--- src/rtl/cpu_pkg.sv ---
// Shared CPU types for the 16-bit ALU sequencing stage.
// Op codes, writeback targets, sequencer states, flag bit positions.
package cpu_pkg;

  typedef enum logic [2:0] {
    OP_ADD_HL_RR   = 3'd0,
    OP_INC_RR      = 3'd1,
    OP_DEC_RR      = 3'd2,
    OP_ADD_SP_E8   = 3'd3,
    OP_LD_HL_SP_E8 = 3'd4
  } alu16_op_t;

  typedef enum logic [1:0] {
    WB_HL = 2'd0,
    WB_SP = 2'd1,
    WB_RR = 2'd2
  } wb_sel_t;

  typedef enum logic [2:0] {
    S_IDLE  = 3'd0,
    S_IMM   = 3'd1,
    S_CALC  = 3'd2,
    S_INT1  = 3'd3,
    S_INT2  = 3'd4,
    S_WRITE = 3'd5
  } seq_state_t;

  localparam int FLAG_Z = 3;
  localparam int FLAG_N = 2;
  localparam int FLAG_H = 1;
  localparam int FLAG_C = 0;

  localparam logic [15:0] INC_CONST = 16'h0001;
  localparam logic [15:0] DEC_CONST = 16'hFFFF;

  function automatic logic [15:0] sext8(input logic [7:0] v);
    return {{8{v[7]}}, v};
  endfunction

endpackage

--- src/rtl/alu16_sequencer.sv ---
// M-cycle sequencer around the CPU's shared 16-bit adder.
// Drives operands, captures sum/flags, schedules writeback.
module alu16_sequencer
  import cpu_pkg::*;
(
  input  logic        clk,
  input  logic        reset_n,
  input  logic        m_tick,
  input  logic        start,
  input  logic [2:0]  op,
  input  logic [15:0] rr_val,
  input  logic [15:0] hl_val,
  input  logic [15:0] sp_val,
  input  logic [7:0]  imm8,
  input  logic        imm_valid,
  output logic [15:0] add_a,
  output logic [15:0] add_b,
  output logic        add_ctrl,
  input  logic [15:0] add_y,
  input  logic [3:0]  add_f,
  output logic        busy,
  output logic        done,
  output logic        wb_en,
  output logic [1:0]  wb_sel,
  output logic [15:0] wb_data,
  output logic        flag_we,
  output logic [3:0]  flag_mask,
  output logic [3:0]  flag_val
);

  seq_state_t  r_state;
  alu16_op_t   r_op;
  logic [15:0] r_rr;
  logic [15:0] r_hl;
  logic [15:0] r_sp;
  logic [7:0]  r_imm;
  logic [15:0] r_res;
  logic        r_h;
  logic        r_c;
  logic [15:0] r_hold_a;
  logic [15:0] r_hold_b;
  logic        r_hold_ctrl;

  logic [15:0] w_a;
  logic [15:0] w_b;
  logic        w_ctrl;
  logic        w_calc;
  logic        w_valid_op;
  logic        w_sp_op;
  logic        w_unused;

  assign w_valid_op = (op <= 3'd4);
  assign w_sp_op    = (op == 3'd3) || (op == 3'd4);
  assign w_calc     = (r_state == S_CALC);
  assign w_unused   = &{1'b0, add_f[3:2]};

  // Operand selection from the latched instruction context
  always_comb begin
    w_a    = r_rr;
    w_b    = INC_CONST;
    w_ctrl = 1'b0;
    case (r_op)
      OP_ADD_HL_RR: begin
        w_a    = r_hl;
        w_b    = r_rr;
        w_ctrl = 1'b1;
      end
      OP_INC_RR: w_b = INC_CONST;
      OP_DEC_RR: w_b = DEC_CONST;
      default: begin
        w_a = r_sp;
        w_b = sext8(r_imm);
      end
    endcase
  end

  // Adder sees live operands in CALC, last driven values otherwise
  assign add_a    = w_calc ? w_a    : r_hold_a;
  assign add_b    = w_calc ? w_b    : r_hold_b;
  assign add_ctrl = w_calc ? w_ctrl : r_hold_ctrl;

  // Remember the operands last presented to the adder
  always_ff @(posedge clk or negedge reset_n) begin
    if (!reset_n) begin
      r_hold_a    <= '0;
      r_hold_b    <= '0;
      r_hold_ctrl <= 1'b0;
    end else if (w_calc) begin
      r_hold_a    <= w_a;
      r_hold_b    <= w_b;
      r_hold_ctrl <= w_ctrl;
    end
  end

  // Sequencer state, operand latches and result capture
  always_ff @(posedge clk or negedge reset_n) begin
    if (!reset_n) begin
      r_state <= S_IDLE;
      r_op    <= OP_ADD_HL_RR;
      r_rr    <= '0;
      r_hl    <= '0;
      r_sp    <= '0;
      r_imm   <= '0;
      r_res   <= '0;
      r_h     <= 1'b0;
      r_c     <= 1'b0;
    end else begin
      case (r_state)
        S_IDLE: begin
          if (start && w_valid_op) begin
            r_op    <= alu16_op_t'(op);
            r_rr    <= rr_val;
            r_hl    <= hl_val;
            r_sp    <= sp_val;
            r_state <= w_sp_op ? S_IMM : S_CALC;
          end
        end
        S_IMM: begin
          if (m_tick && imm_valid) begin
            r_imm   <= imm8;
            r_state <= S_CALC;
          end
        end
        S_CALC: begin
          if (m_tick) begin
            r_res   <= add_y;
            r_h     <= add_f[1];
            r_c     <= add_f[0];
            r_state <= (r_op == OP_ADD_SP_E8) ? S_INT1 : S_WRITE;
          end
        end
        S_INT1, S_INT2: begin
          if (m_tick) r_state <= S_WRITE;
        end
        S_WRITE: r_state <= S_IDLE;
        default: r_state <= S_IDLE;
      endcase
    end
  end

  assign busy    = (r_state != S_IDLE);
  assign wb_data = r_res;

  // Writeback and flag strobes for the single WRITE clock
  always_comb begin
    done      = 1'b0;
    wb_en     = 1'b0;
    flag_we   = 1'b0;
    wb_sel    = WB_HL;
    flag_mask = 4'b0000;
    flag_val  = 4'b0000;
    if (r_state == S_WRITE) begin
      done  = 1'b1;
      wb_en = 1'b1;
      flag_val[FLAG_H] = r_h;
      flag_val[FLAG_C] = r_c;
      case (r_op)
        OP_ADD_HL_RR: begin
          wb_sel            = WB_HL;
          flag_we           = 1'b1;
          flag_mask[FLAG_N] = 1'b1;
          flag_mask[FLAG_H] = 1'b1;
          flag_mask[FLAG_C] = 1'b1;
        end
        OP_INC_RR, OP_DEC_RR: begin
          wb_sel   = WB_RR;
          flag_val = 4'b0000;
        end
        default: begin
          wb_sel    = (r_op == OP_ADD_SP_E8) ? WB_SP : WB_HL;
          flag_we   = 1'b1;
          flag_mask = 4'b1111;
          flag_mask[FLAG_Z] = 1'b1;
        end
      endcase
    end
  end

endmodule

--- config.mk ---
export PLATFORM = sky130hd
export DESIGN_NAME = alu16_sequencer
export DESIGN_NICKNAME = d
export VERILOG_FILES = /design/src/rtl/cpu_pkg.sv /design/src/rtl/alu16_sequencer.sv
export SDC_FILE = /design/constraint.sdc
export NUM_CORES = 1
export LEC_CHECK = 0
export BUFFER_PORTS_ARGS = -buffer_cell sky130_fd_sc_hd__buf_2
export CORE_ASPECT_RATIO = 1.4
export CORE_UTILIZATION = 23
export CTS_CLUSTER_SIZE = 28
export DETAILED_ROUTE_END_ITERATION = 10
export PLACE_DENSITY = 0.51
export SLEW_MARGIN = 5
export SYNTH_ARGS = -nofsm -noshare
export SYNTH_HDL_FRONTEND = slang
export SYNTH_SLANG_ARGS = --single-unit
--- constraint.sdc ---
create_clock -name clk -period 2 [get_ports clk]
set_input_delay 0.1 -clock clk [delete_from_list [all_inputs] [get_ports clk]]
set_output_delay 0.1 -clock clk [all_outputs]
set_load 0.005 [all_outputs]
==> impl_metrics.yaml <==
run:
  max_cap_viol_count: 0
logic_synthesis:
  synth.most_common_cell: "sky130_fd_sc_hd__dfrtp_1"
  netlist.area_leader.share_pct: 55.4
  synth_top_cell_by_area: "sky130_fd_sc_hd__dfrtp_1"
  yosys.area_share.adder_pct: 0
  yosys_warnings: 0
  synth-compound-area-share_pct: 10.4
  synth_xor_area_share_pct: 0.172
  synth-edff-count: 0
  synth_mux_area_share_pct: 20.5
  synth_area_leaders: "sky130_fd_sc_hd__dfrtp_1, sky130_fd_sc_hd__mux2_2, sky130_fd_sc_hd__a21oi_1"
  yosys.cell_types.count: 38
  synthesis.area_per_instance_um2: 11.8
  syn_inst: 432
  dominant_combinational_cell_family_by_area_after_synthesis: "multiplexers"
  synthSimpleGateAreaFrac_pct: 9.19
  synth-seq-area-share_pct: 55.4
  ys_ff_latch: 113
  asyncSetResetFlopFracSynth_pct: 100
  synth.cells.most_frequent: "sky130_fd_sc_hd__dfrtp_1, sky130_fd_sc_hd__mux2_2, sky130_fd_sc_hd__a21oi_1"
  netlist_area_um2: 5100
  yosys_most_used_dff: "sky130_fd_sc_hd__dfrtp_1"
clock_network:
  clock_sink_count: 113
  cts_tree: "done"
  insertion_delay_ns: 0.41
  cts-htree-levels: 4
  root_buffer: "sky130_fd_sc_hd__clkbuf_16"
  path_clk_slew_ns: 0.05
  cts_buf_count: 17
  cts_buffer_depth: 2
global_routing:
  pin_count_of_the_biggest_net_entering_global_routing: 55
  number_of_antenna_violations_at_the_first_check_in_global_routing: 0
  globalRouteTotalUtil_pct: 13.2
  via_count_of_the_first_global_routing_pass: 4336
  grt.overflow.total: 0
  grt_first_pass_wirelength_um: 22500
power:
  power.net_switching_mw: 4.52
  power.sequential.fraction_pct: 31.0
  comb_power_share_pct: 45.4
  worst_vdd_ir_v: 0.000795
  netSwitchingFraction_pct: 34.0
  p_per_area_nw_per_um2: 1640
  leakagePower_nw: 3.68
  p_int_mw: 8.75
  clockPowerShare_pct: 23.6
  report.power.total_mw: 13.3
cells_and_area:
  fillers: 2160
  multi_input_comb_area_um2: 2330
  post-route-util_pct: 37.2
  layout-drive-gt1-share_pct: 53.3
  layout.area.seq_um2: 2830
  area_growth_syn_to_layout_pct: 58.8
  num-nets-final: 760
  diodes: 0
timing:
  unrepaired_setup_endpoints_after_global_routing: "true"
  clock-skew-final_ns: 0.00698
  final.hold.worst_slack_ns: 0.0431
  final.period_utilization_pct: 99.7
  timing.final.hold_violations: 0
  achievable-frequency_mhz: 501
  timing.final.setup_violations: 0
  setup_ws_ns: 0.00547
  fin_crit_ns: 1.99
  drv_slew: 0
  setup-tns-final_ns: 0
worst_setup_path:
  critical_path.cell_chain: "or3b_4, buf_8, a22oi_1, nand2_1, buf_2"
  worst-endpoint-required_ns: 1.90
  startpoint_type: "register"
  rr_startpoint: "r_op[0]"
  setup.reg_to_reg.worst_slack_ns: 0.24
  rr_endpoint: "r_hold_a[2]"
  cpMaxStageDelayCell: "sky130_fd_sc_hd__or3b_4"
  kind_of_critical_path: "reg2out"
  reg2regPathDepth: 8
  timing.critical_path.slowest_cell_delay_ns: 0.45
  worst-path-max-fanout: 29
  critical_path_arrival_ns: 1.89
  crit_end_element: "primary output"
floorplan:
  io-pin-count: 147
  initial_core_util_pct: 23.4
  core_um2: 21800
  die_h_um: 178
  floorplan.die.width_um: 128
  die-area_um2: 22800
  row_count: 64
place:
  gpl.final_weighted_congestion: 0.800
  hpwlAfterDp_um: 9920
  dp_worst_setup_slack_ns: 0.139
  placement.io_buffers: 142
route:
  average_wire_per_standard_cell_um: 14.6
  drtPass1Iterations: 7
  route.detailed.drc: 0
  drt-initial-drc-count: 85
  vias: 4161
  route.detailed.vias_per_inst: 4.22
  finalWirelength_um: 14400
  antenna_left: 0
hold_path:
  worst_hold_path.endpoint: "r_state[2]"
  timing.hold.worst_path_depth: 3
  worst_hold_path_type: "in2reg"
  hold_path_startpoint: "m_tick"
outcome:
  result_of_the_run: "finished, final reports clean"
[registers in the layout, summed over array words and instances, names as in the netlist]
| register | count |
|---|---|
| r_imm | 8 |
| r_hold_ctrl | 1 |
| r_h | 1 |
| r_c | 1 |
| r_hold_b | 16 |
| wb_data | 16 |
| r_hold_a | 16 |
| r_op | 3 |
| r_hl | 16 |
| r_sp | 16 |
| r_rr | 16 |
| r_state | 3 |
[per-stage QoR]
step	area (um^2)	std cells
after floorplan	5110	433
after global placement	6190	855
after detailed placement	6190	855
after CTS	7830	978
after global routing	8110	985
final	8110	985
[worst max-delay path, delay by kind of cell (launching register included)]
family / cells / cell delay, ns
and+or+nand+nor: 2 / 0.56
buffers and inverters: 2 / 0.33
AOI/OAI and AO/OA: 1 / 0.20
DFF: 1 / 0.38
[cell families after synthesis]
| logic type | after synthesis |
|---|---|
| flip-flops | 113 |
| AO/OA/AOI/OAI | 97 |
| multiplexers | 93 |
| AND/OR/NAND/NOR | 87 |
| buffers and inverters | 40 |
| XOR/XNOR | 1 |
| other | 1 |
[routing by layer]
metal  track usage (%)  part of all wire [%]
met5                 0                     0
met2              23.4                    54
met3              2.91                   3.1
met1              14.8                    41
met4              6.23                   2.0
[worst max path at each step]
stage,cells past startpoint,slack (ns),end,startpoint
floorplan,7,0.34,wb_data[10],r_state[2]
global placement,4,0.14,add_b[7],r_op[0]
detailed placement,4,0.14,add_b[7],r_op[0]
CTS,6,-0.04,add_b[7],r_state[2]
global route,5,-0.08,add_b[11],r_state[0]
finish,5,0.005,add_b[7],r_state[0]
[power groups by stage]
stage	sequential [mW]	combinational (mW)	clock, mW
2_1_floorplan	3.87	3.12	0
4_1_cts	4.06	5.42	3.23
5_1_grt	4.26	6.59	3.35
3_3_place_gp	4.02	4.62	0
6_report	4.11	6.02	3.14
3_5_place_dp	4.08	4.71	0
[cell usage in the layout (no fill, tap or decap), types with 3 or more instances in the layout]
cell type	count
sky130_fd_sc_hd__o21ai_1	18
sky130_fd_sc_hd__bufinv_16	4
sky130_fd_sc_hd__buf_4	25
sky130_fd_sc_hd__o21ai_0	8
sky130_fd_sc_hd__nor3_1	3
sky130_fd_sc_hd__buf_12	8
sky130_fd_sc_hd__nand2_1	21
sky130_fd_sc_hd__o21ai_2	6
sky130_fd_sc_hd__dfrtp_1	111
sky130_fd_sc_hd__buf_6	3
sky130_fd_sc_hd__buf_8	3
sky130_fd_sc_hd__clkbuf_16	17
sky130_fd_sc_hd__a21oi_2	33
sky130_fd_sc_hd__dlygate4sd3_1	79
sky130_fd_sc_hd__nand2b_1	13
sky130_fd_sc_hd__a21oi_1	15
sky130_fd_sc_hd__a22oi_1	5
sky130_fd_sc_hd__nand2b_4	11
sky130_fd_sc_hd__clkinv_2	6
sky130_fd_sc_hd__buf_2	141
sky130_fd_sc_hd__inv_1	4
sky130_fd_sc_hd__and2_1	3
sky130_fd_sc_hd__nor2_1	22
sky130_fd_sc_hd__mux2_2	90
[area by class of cell]
cell class	instances	area share, %
Clock buffer	19	5.46
Clock inverter	12	2.04
Tap cell	297	4.58
Sequential cell	113	34.9
Timing Repair Buffer	260	24.1
Multi-Input combinational cell	280	28.8
Inverter	4	0.185
[timing repair]
item / CTS / global route
gates cloned: 1 / 0
hold buffers: 79 / 0
pin swaps: 15 / 20
setup endpoints to repair: 35 / 35
endpoints found under the hold margin: 114 / 0
buffers inserted: 12 / 7
resized for setup: 37 / 67
Note: power is estimated with default switching activity, not from simulation.
